===== src/rtl/s510_timing_counters.sv =====
// Main and pixel timing counters with combinational equality decodes for the s510 sequencer.
// Optional S510_TC_OVF_STATUS_EN: saturate at all-ones and expose sticky cnt_ovf/pcnt_ovf.
module s510_timing_counters #(
    parameter int unsigned CNT_W  = 10,
    parameter int unsigned PCNT_W = 8
) (
    input  logic              clk,
    input  logic              rst,
    input  logic              cnt_en,
    input  logic              cclr_pad,
    input  logic              pc_pad,
    input  logic              pclr_pad,
    output logic              cnt10_pad,
    output logic              cnt13_pad,
    output logic              cnt21_pad,
    output logic              cnt44_pad,
    output logic              cnt45_pad,
    output logic              cnt261_pad,
    output logic              cnt272_pad,
    output logic              cnt283_pad,
    output logic              cnt284_pad,
    output logic              cnt509_pad,
    output logic              cnt511_pad,
    output logic              cnt567_pad,
    output logic              cnt591_pad,
    output logic              pcnt6_pad,
    output logic              pcnt12_pad,
    output logic              pcnt17_pad,
    output logic              pcnt27_pad,
    output logic              pcnt241_pad,
    output logic [CNT_W-1:0]  cnt_val,
    output logic [PCNT_W-1:0] pcnt_val
`ifdef S510_TC_OVF_STATUS_EN
    ,
    output logic              cnt_ovf,
    output logic              pcnt_ovf
`endif
);

    logic [CNT_W-1:0]  cnt_q,  cnt_d;
    logic [PCNT_W-1:0] pcnt_q, pcnt_d;

`ifdef S510_TC_OVF_STATUS_EN
    localparam logic [CNT_W-1:0]  CNT_MAX  = '1;
    localparam logic [PCNT_W-1:0] PCNT_MAX = '1;

    logic cnt_ovf_q,  cnt_ovf_d;
    logic pcnt_ovf_q, pcnt_ovf_d;
`endif

    // Next-state: clear beats increment beats hold, independently per counter.
    always_comb begin
        cnt_d  = cnt_q;
        pcnt_d = pcnt_q;
`ifdef S510_TC_OVF_STATUS_EN
        cnt_ovf_d  = cnt_ovf_q;
        pcnt_ovf_d = pcnt_ovf_q;
`endif
        if (cclr_pad) begin
            cnt_d = '0;
`ifdef S510_TC_OVF_STATUS_EN
            cnt_ovf_d = 1'b0;
`endif
        end else if (cnt_en) begin
`ifdef S510_TC_OVF_STATUS_EN
            if (cnt_q == CNT_MAX) cnt_ovf_d = 1'b1;
            else                  cnt_d     = cnt_q + CNT_W'(1);
`else
            cnt_d = cnt_q + CNT_W'(1);
`endif
        end

        if (pclr_pad) begin
            pcnt_d = '0;
`ifdef S510_TC_OVF_STATUS_EN
            pcnt_ovf_d = 1'b0;
`endif
        end else if (pc_pad) begin
`ifdef S510_TC_OVF_STATUS_EN
            if (pcnt_q == PCNT_MAX) pcnt_ovf_d = 1'b1;
            else                    pcnt_d     = pcnt_q + PCNT_W'(1);
`else
            pcnt_d = pcnt_q + PCNT_W'(1);
`endif
        end
    end

    always_ff @(posedge clk) begin
        if (rst) begin
            cnt_q  <= '0;
            pcnt_q <= '0;
`ifdef S510_TC_OVF_STATUS_EN
            cnt_ovf_q  <= 1'b0;
            pcnt_ovf_q <= 1'b0;
`endif
        end else begin
            cnt_q  <= cnt_d;
            pcnt_q <= pcnt_d;
`ifdef S510_TC_OVF_STATUS_EN
            cnt_ovf_q  <= cnt_ovf_d;
            pcnt_ovf_q <= pcnt_ovf_d;
`endif
        end
    end

    assign cnt_val  = cnt_q;
    assign pcnt_val = pcnt_q;
`ifdef S510_TC_OVF_STATUS_EN
    assign cnt_ovf  = cnt_ovf_q;
    assign pcnt_ovf = pcnt_ovf_q;
`endif

    // Equality decodes straight off the registers.
    assign cnt10_pad  = (cnt_q == CNT_W'(10));
    assign cnt13_pad  = (cnt_q == CNT_W'(13));
    assign cnt21_pad  = (cnt_q == CNT_W'(21));
    assign cnt44_pad  = (cnt_q == CNT_W'(44));
    assign cnt45_pad  = (cnt_q == CNT_W'(45));
    assign cnt261_pad = (cnt_q == CNT_W'(261));
    assign cnt272_pad = (cnt_q == CNT_W'(272));
    assign cnt283_pad = (cnt_q == CNT_W'(283));
    assign cnt284_pad = (cnt_q == CNT_W'(284));
    assign cnt509_pad = (cnt_q == CNT_W'(509));
    assign cnt511_pad = (cnt_q == CNT_W'(511));
    assign cnt567_pad = (cnt_q == CNT_W'(567));
    assign cnt591_pad = (cnt_q == CNT_W'(591));

    assign pcnt6_pad   = (pcnt_q == PCNT_W'(6));
    assign pcnt12_pad  = (pcnt_q == PCNT_W'(12));
    assign pcnt17_pad  = (pcnt_q == PCNT_W'(17));
    assign pcnt27_pad  = (pcnt_q == PCNT_W'(27));
    assign pcnt241_pad = (pcnt_q == PCNT_W'(241));

endmodule

===== config.mk =====
export PLATFORM = sky130hd
export DESIGN_NAME = s510_timing_counters
export DESIGN_NICKNAME = d
export VERILOG_FILES = /design/src/rtl/s510_timing_counters.sv
export SDC_FILE = /design/constraint.sdc
export NUM_CORES = 1
export LEC_CHECK = 0
export CORE_AREA = 2 2 58 60
export DETAILED_ROUTE_END_ITERATION = 8
export DIE_AREA = 0 0 60 62
export GPL_ROUTABILITY_DRIVEN = 1
export PLACE_DENSITY = 0.82
export SYNTH_ARGS = -nofsm -noshare
export SYNTH_HDL_FRONTEND = slang
export SYNTH_SLANG_ARGS = --single-unit

===== constraint.sdc =====
create_clock -name clk -period 1.54 [get_ports clk]
set_clock_uncertainty 0.1 [all_clocks]
set_input_delay 0.462 -clock clk [delete_from_list [all_inputs] [get_ports clk]]
set_output_delay 0.462 -clock clk [all_outputs]
set_load 0.03 [all_outputs]

== Yosys cells after proc, flatten, opt, wreduce, memory -nomap -nowiden ==
Cells that the tools add are included.

* Bits in registers: 18
* Bits in latches: 0
* Bits in writable memories: 0
* ROM bits: 0
* Input bits: 6
* Output and inout bits: 36
* Logic and storage cells: 24
* Memories: 0

* $add $sub $neg: 2
* Multiply operators: 0
* Divide/modulo/power cells: 0
* $lt $le $gt $ge: 0
* Eq/ne operators: 18
* Shift-type cells: 0
* Mux-type cells: 0
* Bitwise operators: 0
* Reduce and logical (&&, ||, !) cells: 2

{| class="wikitable"
|+ Operator list
! operator !! number
|-
| $eq A10 B9 Y1 const B || 6
|-
| $eq A10 B10 Y1 const B || 2
|-
| $eq A10 B4 Y1 const B || 2
|-
| $eq A10 B6 Y1 const B || 2
|-
| $eq A8 B5 Y1 const B || 2
|-
| $add A10 B1 Y10 const B || 1
|-
| $eq A10 B5 Y1 const B || 1
|-
| $add A8 B1 Y8 const B || 1
|-
| $eq A8 B3 Y1 const B || 1
|-
| $eq A8 B4 Y1 const B || 1
|-
| $eq A8 B8 Y1 const B || 1
|-
| $reduce_or A2 Y1 || 2
|}

== Depth between registers and ports, before layout ==
Gate-level depths: netlist (run 1).

* Word-level depth: 1
* Mapped depth: 4
* Gate-level depth less buffers: 4

== Worst setup path after synthesis (run 1) ==
Ideal clock, no wire load.

* Path kind: reg-to-output
* Start: register cnt_q[6], in the netlist cnt_val[6]
* End: output cnt272_pad
* Arrival: 2.080 ns
* Required time: 0.978 ns
* Setup slack: -1.102 ns
* Cell stages (with the launch flop): 5
* Path buffers: 1
* Cell sequence: dfxtp_1 buf_2 nor3_1 nand4b_1 nor4b_1

* Word-level cells in the longest chain between the ends: 1

{| class="wikitable"
|+ RTL lines
! element !! RTL line !! text
|-
| start, declared || 40 || <nowiki>logic [CNT_W-1:0] cnt_q, cnt_d;</nowiki>
|-
| start signal, assigned || 97 || <nowiki>cnt_q <= cnt_d;</nowiki>
|-
| $eq A10 B9 Y1 || 120 || <nowiki>assign cnt272_pad = (cnt_q == CNT_W'(272));</nowiki>
|-
| end, declared || 19 || <nowiki>output logic cnt272_pad,</nowiki>
|}

No other way between the ends.

== Final worst setup path (run 1) ==
* Start: register cnt_q[5], in the netlist cnt_val[5]
* End: output cnt284_pad

* Word-level cells in the longest chain between the ends: 1

{| class="wikitable"
|+ RTL lines
! element !! RTL line !! text
|-
| $eq A10 B9 Y1 || 122 || <nowiki>assign cnt284_pad = (cnt_q == CNT_W'(284));</nowiki>
|-
| end, declared || 21 || <nowiki>output logic cnt284_pad,</nowiki>
|}

No other way between the ends.

==> results of run 1 <==
cell type report:
type	instances	area (um2)	area share (%)
Inverter	5	18.77	0.7072
Tap cell	46	57.56	2.169
Sequential cell	18	422.9	15.94
Clock buffer	4	26.28	0.9901
Timing Repair Buffer	94	950.9	35.83
Multi-Input combinational cell	115	1177	44.37
power breakdown:
group,switching (mW),internal (mW),total [mW]
logic,0.0576,0.0569,0.114
clock network,0.141,0.101,0.241
registers,0.00745,0.443,0.451
total,0.206,0.601,0.807
sequential cells by signal, summed over array words and instances, names as in the netlist:
register  cells
pcnt_val      8
cnt_val      10
routing by layer:
layer,vias up,track usage [%],routed length [um]
met1,764,27.15,2074
met2,67,52.02,2897
met3,26,3.520,192
met4,0,12.06,248
met5,-,0,0
li1,700,-,-
cells in the mapped netlist (3+ instances only):
library cell / n
a21oi_1: 8
buf_2: 6
dfxtp_1: 18
ha_1: 8
inv_1: 5
nand2_1: 15
nand3_1: 10
nand4_1: 3
nor2_1: 23
nor3_1: 4
o21ai_0: 4
o31ai_1: 4
or3_1: 7
or4_1: 4
xnor2_1: 3
xor2_1: 4
kinds of logic (layout without fill, tap and decap cells):
group	count (synthesis)	after routing
adders and majority gates	8	8
AOI/OAI and AO/OA	18	18
muxes	2	2
xor gates and xnor gates	7	7
and+or+nand+nor	80	80
DFF	18	18
buffers and inverters	15	103
worst max-delay path, stage by stage, from the launching register on:
cell and delay, ps:
dfxtp_4 370, nor3_4 230, nand4b_1 250, buf_4 240, nor2_4 80, buf_6 130
final timing paths:
kind                     from     endpoint  slack, ps  cells past startpoint
setup / recovery   cnt_val[5]   cnt284_pad       -610                      5
hold reg to reg   pcnt_val[3]  pcnt_val[3]        510                      2
setup reg to reg   cnt_val[1]   cnt_val[9]       -120                      5
hold / removal    pcnt_val[3]  pcnt_val[3]        510                      2
what timing repair did:
item                       4_1_cts  5_1_grt
setup buffers                   13       11
setup endpoints to repair       34       39
hold buffers                     0        0
pin swaps                       15       18
resized for setup               96       36
==> impl_metrics.csv, run 1 <==
group,metric,value,unit
status,status,"finished with violations",
status,violations,"setup timing",
floorplan,core-area,3179,um2
final_layout,fillerInstances,169,
global_route,grt_pass1_wl,7.258,mm
floorplan,rows,21,
min_path,hp-class,"flop to flop",
yosys,yosys.area.top_type,"dfxtp_1",
route,drtIter0Drc,69,
final_layout,nNetsFinal,251,
global_route,grtUsageTotal,26.26,%
global_route,grt_pass1_vias,1537,
yosys,yosys.area.top_type_share,31.68,%
final_layout,n_antenna_cell,0,
final_layout,most-common-layout-cells,"buf_6, buf_4, dfxtp_4",
yosys,synth_xor_area_share,5.391,%
global_route,overflow,0,
yosys,synthFlopType,"dfxtp_1",
sta,setup_viol,29,
clock_tree,cts_tree,"built",
sta,setup_ws,-608.7,ps
critical_path,startpoint_type,"flop",
critical_path,critPathKind,"flop to primary output",
sta,slew_headroom,77.53,%
route,drtAntennaViolNets,0,
power_and_ir_drop,vdd_drop_max,0.0002674,V
yosys,syn-instance-count,148,
floorplan,chipHeight,62,um
yosys,synthTopCellsByArea,"dfxtp_1, ha_1, nor2_1",
power_and_ir_drop,power_density,304.0,nW/um2
floorplan,initial_core_util,35.77,%
sta,final_hold_viol_count,0,
placement,gp_congestion,0.8806,
final_layout,syn_to_final_growth,133.3,%
route,wl_per_cell,19.19,um
route,dr.pass1.iters,4,
final_layout,drive_gt1_share,72.46,%
yosys,synth_edf_count,0,
yosys,synth_compound_area_share,9.461,%
placement,port_buffers,41,
flow_run,max-cap-violations,0,
power_and_ir_drop,leakagePower,0.9727,nW
critical_path,worstSetupEndpointType,"primary output",
placement,place_area,1962,um2
yosys,synthSimpleGateAreaFrac,37.07,%
clock_tree,ctsLongestPathBuffers,2,
sta,fin_tns_setup,-9128,ps
floorplan,die-width,60,um
critical_path,crit_fanout,4,
placement,dp.cells,260,
yosys,synth_area,1137,um2
global_route,antenna_found_initial,0,
route,drc,0,
power_and_ir_drop,total_power,0.8067,mW
yosys,yosysSeqAreaShare,31.68,%
final_layout,final_util,83.47,%
clock_tree,cts_buffers,3,
critical_path,worstPathRequired,980,ps
final_layout,final_common_cell,"buf_6",
sta,drv_slew,0,
sta,rsz0062_at_grt,"true",
sta,hold_slack,510.9,ps
floorplan,io_pins,42,
clock_tree,path_clk_slew,110,ps
yosys,ys_ff_latch,18,
yosys,yosysWarnings,0,
placement,dpl.hpwl,2.865,mm
yosys,ys_async_sr_fraction,0,%
sta,fmax,0.4654,GHz
final_layout,design_area,2654,um2
yosys,synthDistinctLibCells,30,
clock_tree,cts-root-buf,"clkbuf_4",
critical_path,cp.arrival,1590,ps
yosys,syn_area_per_cell,7.685,um2
clock_tree,clock_sinks,18,
clock_tree,cts.htree.levels,1,
floorplan,fp.dieArea,3720,um2
sta,worst_slew_pin_slew,332.8,ps
yosys,synth.mux.area_fraction,1.760,%
placement,place_ws,-461.6,ps
yosys,synth_top_family_by_area,"simple AND/OR/NAND/NOR gates",
route,vias_per_cell,5.521,
route,routed_wl,5.412,mm
yosys,synthesis.nets,162,
yosys,synth_adder_area_share,8.801,%
final_layout,fin_cells,282,
sta,finalCritPeriodShare,139.5,%
sta,final.min_clock_period,2149,ps
global_route,grt_max_degree,11,
clock_tree,clock_latency,290,ps
route,via_count,1557,
Note: power is estimated with default switching activity, not from simulation.
==> run 2: changes to the inputs <==
--- a/config.mk
+++ b/config.mk
@@ -5,11 +5,11 @@
 export SDC_FILE = /design/constraint.sdc
 export NUM_CORES = 1
 export LEC_CHECK = 0
-export CORE_AREA = 2 2 58 60
+export CORE_AREA = 2 2 54 56
 export DETAILED_ROUTE_END_ITERATION = 8
-export DIE_AREA = 0 0 60 62
+export DIE_AREA = 0 0 56 58
 export GPL_ROUTABILITY_DRIVEN = 1
-export PLACE_DENSITY = 0.82
+export PLACE_DENSITY = 0.89
 export SYNTH_ARGS = -nofsm -noshare
 export SYNTH_HDL_FRONTEND = slang
 export SYNTH_SLANG_ARGS = --single-unit
==> constraint.sdc (replaced) <==
create_clock -name clk -period 2.2 [get_ports clk]
set_clock_uncertainty 0.1 [all_clocks]
set_input_delay 0.66 -clock clk [delete_from_list [all_inputs] [get_ports clk]]
set_output_delay 0.66 -clock clk [all_outputs]
set_load 0.03 [all_outputs]
==> run 2 against run 1 <==
  * The flow still finishes with violations (setup timing)
  * Wire length fell by 33%
  * Clock power fell by 15%
  * Critical path depth unchanged
  * Combinational power fell by 52%
  * Total power shrank 28%
  * Final area shrank 26%
  * Setup slack improved by 510 ps
  * Via count down 13%
  * Final cell count down 16%
  * Register-to-register slack improved by 580 ps
  * First-iteration DRC count is 32% lower
  * Utilization shrank 9.6 points
  * Critical endpoint unchanged
  * Highest routed layer unchanged
==> impl_metrics.csv, run 2 (synthesis gave the netlist of run 1 again) <==
group,metric,value,unit
global_route,top_usage_layer,"met2",
power_and_ir_drop,vdd_drop_max,0.0003500,V
critical_path,startpoint_type,"flop",
floorplan,fp.dieArea,3248,um2
sta,hold_slack,464.0,ps
sta,setup_viol,5,
critical_path,path_cells,"nor3_4 > nand4b_1 > buf_4 > nor2_2 > buf_6",
final_layout,final_common_cell,"buf_4",
route,wl_per_cell,15.42,um
global_route,grt_max_degree,11,
sta,setup_ws,-101.3,ps
placement,dpl.hpwl,2.359,mm
critical_path,cpMaxStageDelayCell,"dfxtp_4",
clock_tree,cts-root-buf,"clkbuf_4",
sta,fmax,0.4345,GHz
sta,rsz0062_at_grt,"true",
floorplan,core-area,2663,um2
global_route,overflow,0,
critical_path,worstSetupEndpointType,"primary output",
final_layout,most-common-layout-cells,"buf_4, nor2_1, nand2_1",
min_path,holdPathStages,2,
critical_path,cp.arrival,1540,ps
sta,fin_tns_setup,-345.0,ps
critical_path,critPathKind,"flop to primary output",
route,drc,0,
final_layout,final_util,73.83,%
route,routed_wl,3.639,mm
flow_run,max-cap-violations,0,
sta,worst_slew_pin_slew,326.6,ps
route,dr.pass1.iters,4,
final_layout,fillerInstances,186,
final_layout,drive_gt1_share,42.44,%
final_layout,largest_register_ffs,10,
critical_path,timing.rr.start,"cnt_val[6]",
critical_path,worstPathRequired,1440,ps
route,drtIter0Drc,47,
floorplan,die-width,56,um
floorplan,io_pins,42,
min_path,worst_hold_startpoint,"pcnt_val[6]",
global_route,antenna_found_initial,0,
status,violations,"setup timing",
sta,finalCritPeriodShare,104.6,%
sta,slew_headroom,78.19,%
global_route,met2_usage,38.82,%
clock_tree,cts_buffers,3,
global_route,grt_pass1_wl,5.444,mm
sta,final_hold_viol_count,0,
global_route,grt_pass1_vias,1259,
sta,final.min_clock_period,2301,ps
floorplan,initial_core_util,42.72,%
final_layout,syn_to_final_growth,72.83,%
floorplan,rows,19,
route,vias_per_cell,5.712,
clock_tree,cts.htree.levels,1,
clock_tree,cts_tree,"built",
sta,drv_slew,0,
floorplan,chipHeight,58,um
critical_path,r2r-end,"cnt_val[7]",
power_and_ir_drop,power_density,294.9,nW/um2
placement,port_buffers,41,
critical_path,path_delay_family,"simple AND/OR/NAND/NOR gates",
critical_path,reg2regPathDepth,6,
clock_tree,cts-hold-fix-buffers,0,
placement,gp_congestion,0.8581,
route,via_count,1348,
global_route,use_met3,3.348,%
min_path,whs_endpoint,"pcnt_val[6]",
clock_tree,clock_sinks,18,
power_and_ir_drop,leakagePower,0.8138,nW
critical_path,crit_fanout,4,
final_layout,n_antenna_cell,0,
clock_tree,path_clk_slew,110,ps
clock_tree,ctsLongestPathBuffers,2,
global_route,grtUsageTotal,20.30,%
final_layout,nNetsFinal,220,
route,drtAntennaViolNets,0,
critical_path,reg2reg_slack,460,ps
clock_tree,clock_latency,290,ps
min_path,hp-class,"flop to flop",
global_route,grt.met1_usage,23.10,%
critical_path,crit_buf_inv,2,
status,status,"finished with violations",
critical_path,cp_slowest_stage_delay,380,ps
run 2: how the worst max path moves through the flow:
stage                     slack (ps)  cells past startpoint         end        start
after detailed placement          60                      4  cnt_val[8]       cnt_en
after global routing            -210                      4  cnt272_pad   cnt_val[5]
after CTS                        -40                      5  cnt283_pad   cnt_val[6]
final                           -100                      5  cnt284_pad   cnt_val[5]
after global placement           100                      4  cnt_val[8]       cnt_en
after floorplan                  -80                      2   pcnt6_pad  pcnt_val[7]
run 2: layer usage:
| metal | vias up | wire length [um] |
|---|---|---|
| li1 | 638 | - |
| met1 | 650 | 1378 |
| met2 | 52 | 2032 |
| met3 | 8 | 179 |
| met4 | 0 | 48 |
| met5 | - | 0 |
run 2: final cells by class:
cell class | instances | area, um2 | share of cell area (%)
Timing Repair Buffer | 63 | 570.5 | 29.03
Sequential cell | 18 | 405.4 | 20.62
Inverter | 5 | 18.77 | 0.9548
Tap cell | 31 | 38.79 | 1.973
Clock buffer | 4 | 36.28 | 1.846
Multi-Input combinational cell | 115 | 895.9 | 45.58
run 2: stage by stage:
step	instance area (um2)	std cells	setup slack (ps)	total power, mW
5_1_grt	1966	236	-214.0	0.6042
3_3_place_gp	1638	220	96.78	0.3882
6_report	1966	236	-101.3	0.5798
2_1_floorplan	1206	148	-77.82	0.3664
3_5_place_dp	1638	220	56.65	0.3902
4_1_cts	1809	233	-44.97	0.5805
run 2: what timing repair did:
action | in CTS | in global routing
endpoints found under the setup margin | 26 | 24
cloned | 0 | 0
buffers inserted | 9 | 3
resized for setup | 32 | 40
pin swaps | 7 | 7
run 2: report_power, final:
part	switching [mW]	internal, mW	leakage, nW
Combinational	0.0263	0.0280	0.637
Sequential	0.00553	0.316	0.156
Clock	0.103	0.101	0.0210
run 2: worst reg2reg max path: stages (launching register included):
cell	delay [ps]
dfxtp_4	400
buf_4	130
buf_2	170
buf_4	130
nand2_1	60
or4_1	510
a21oi_1	160
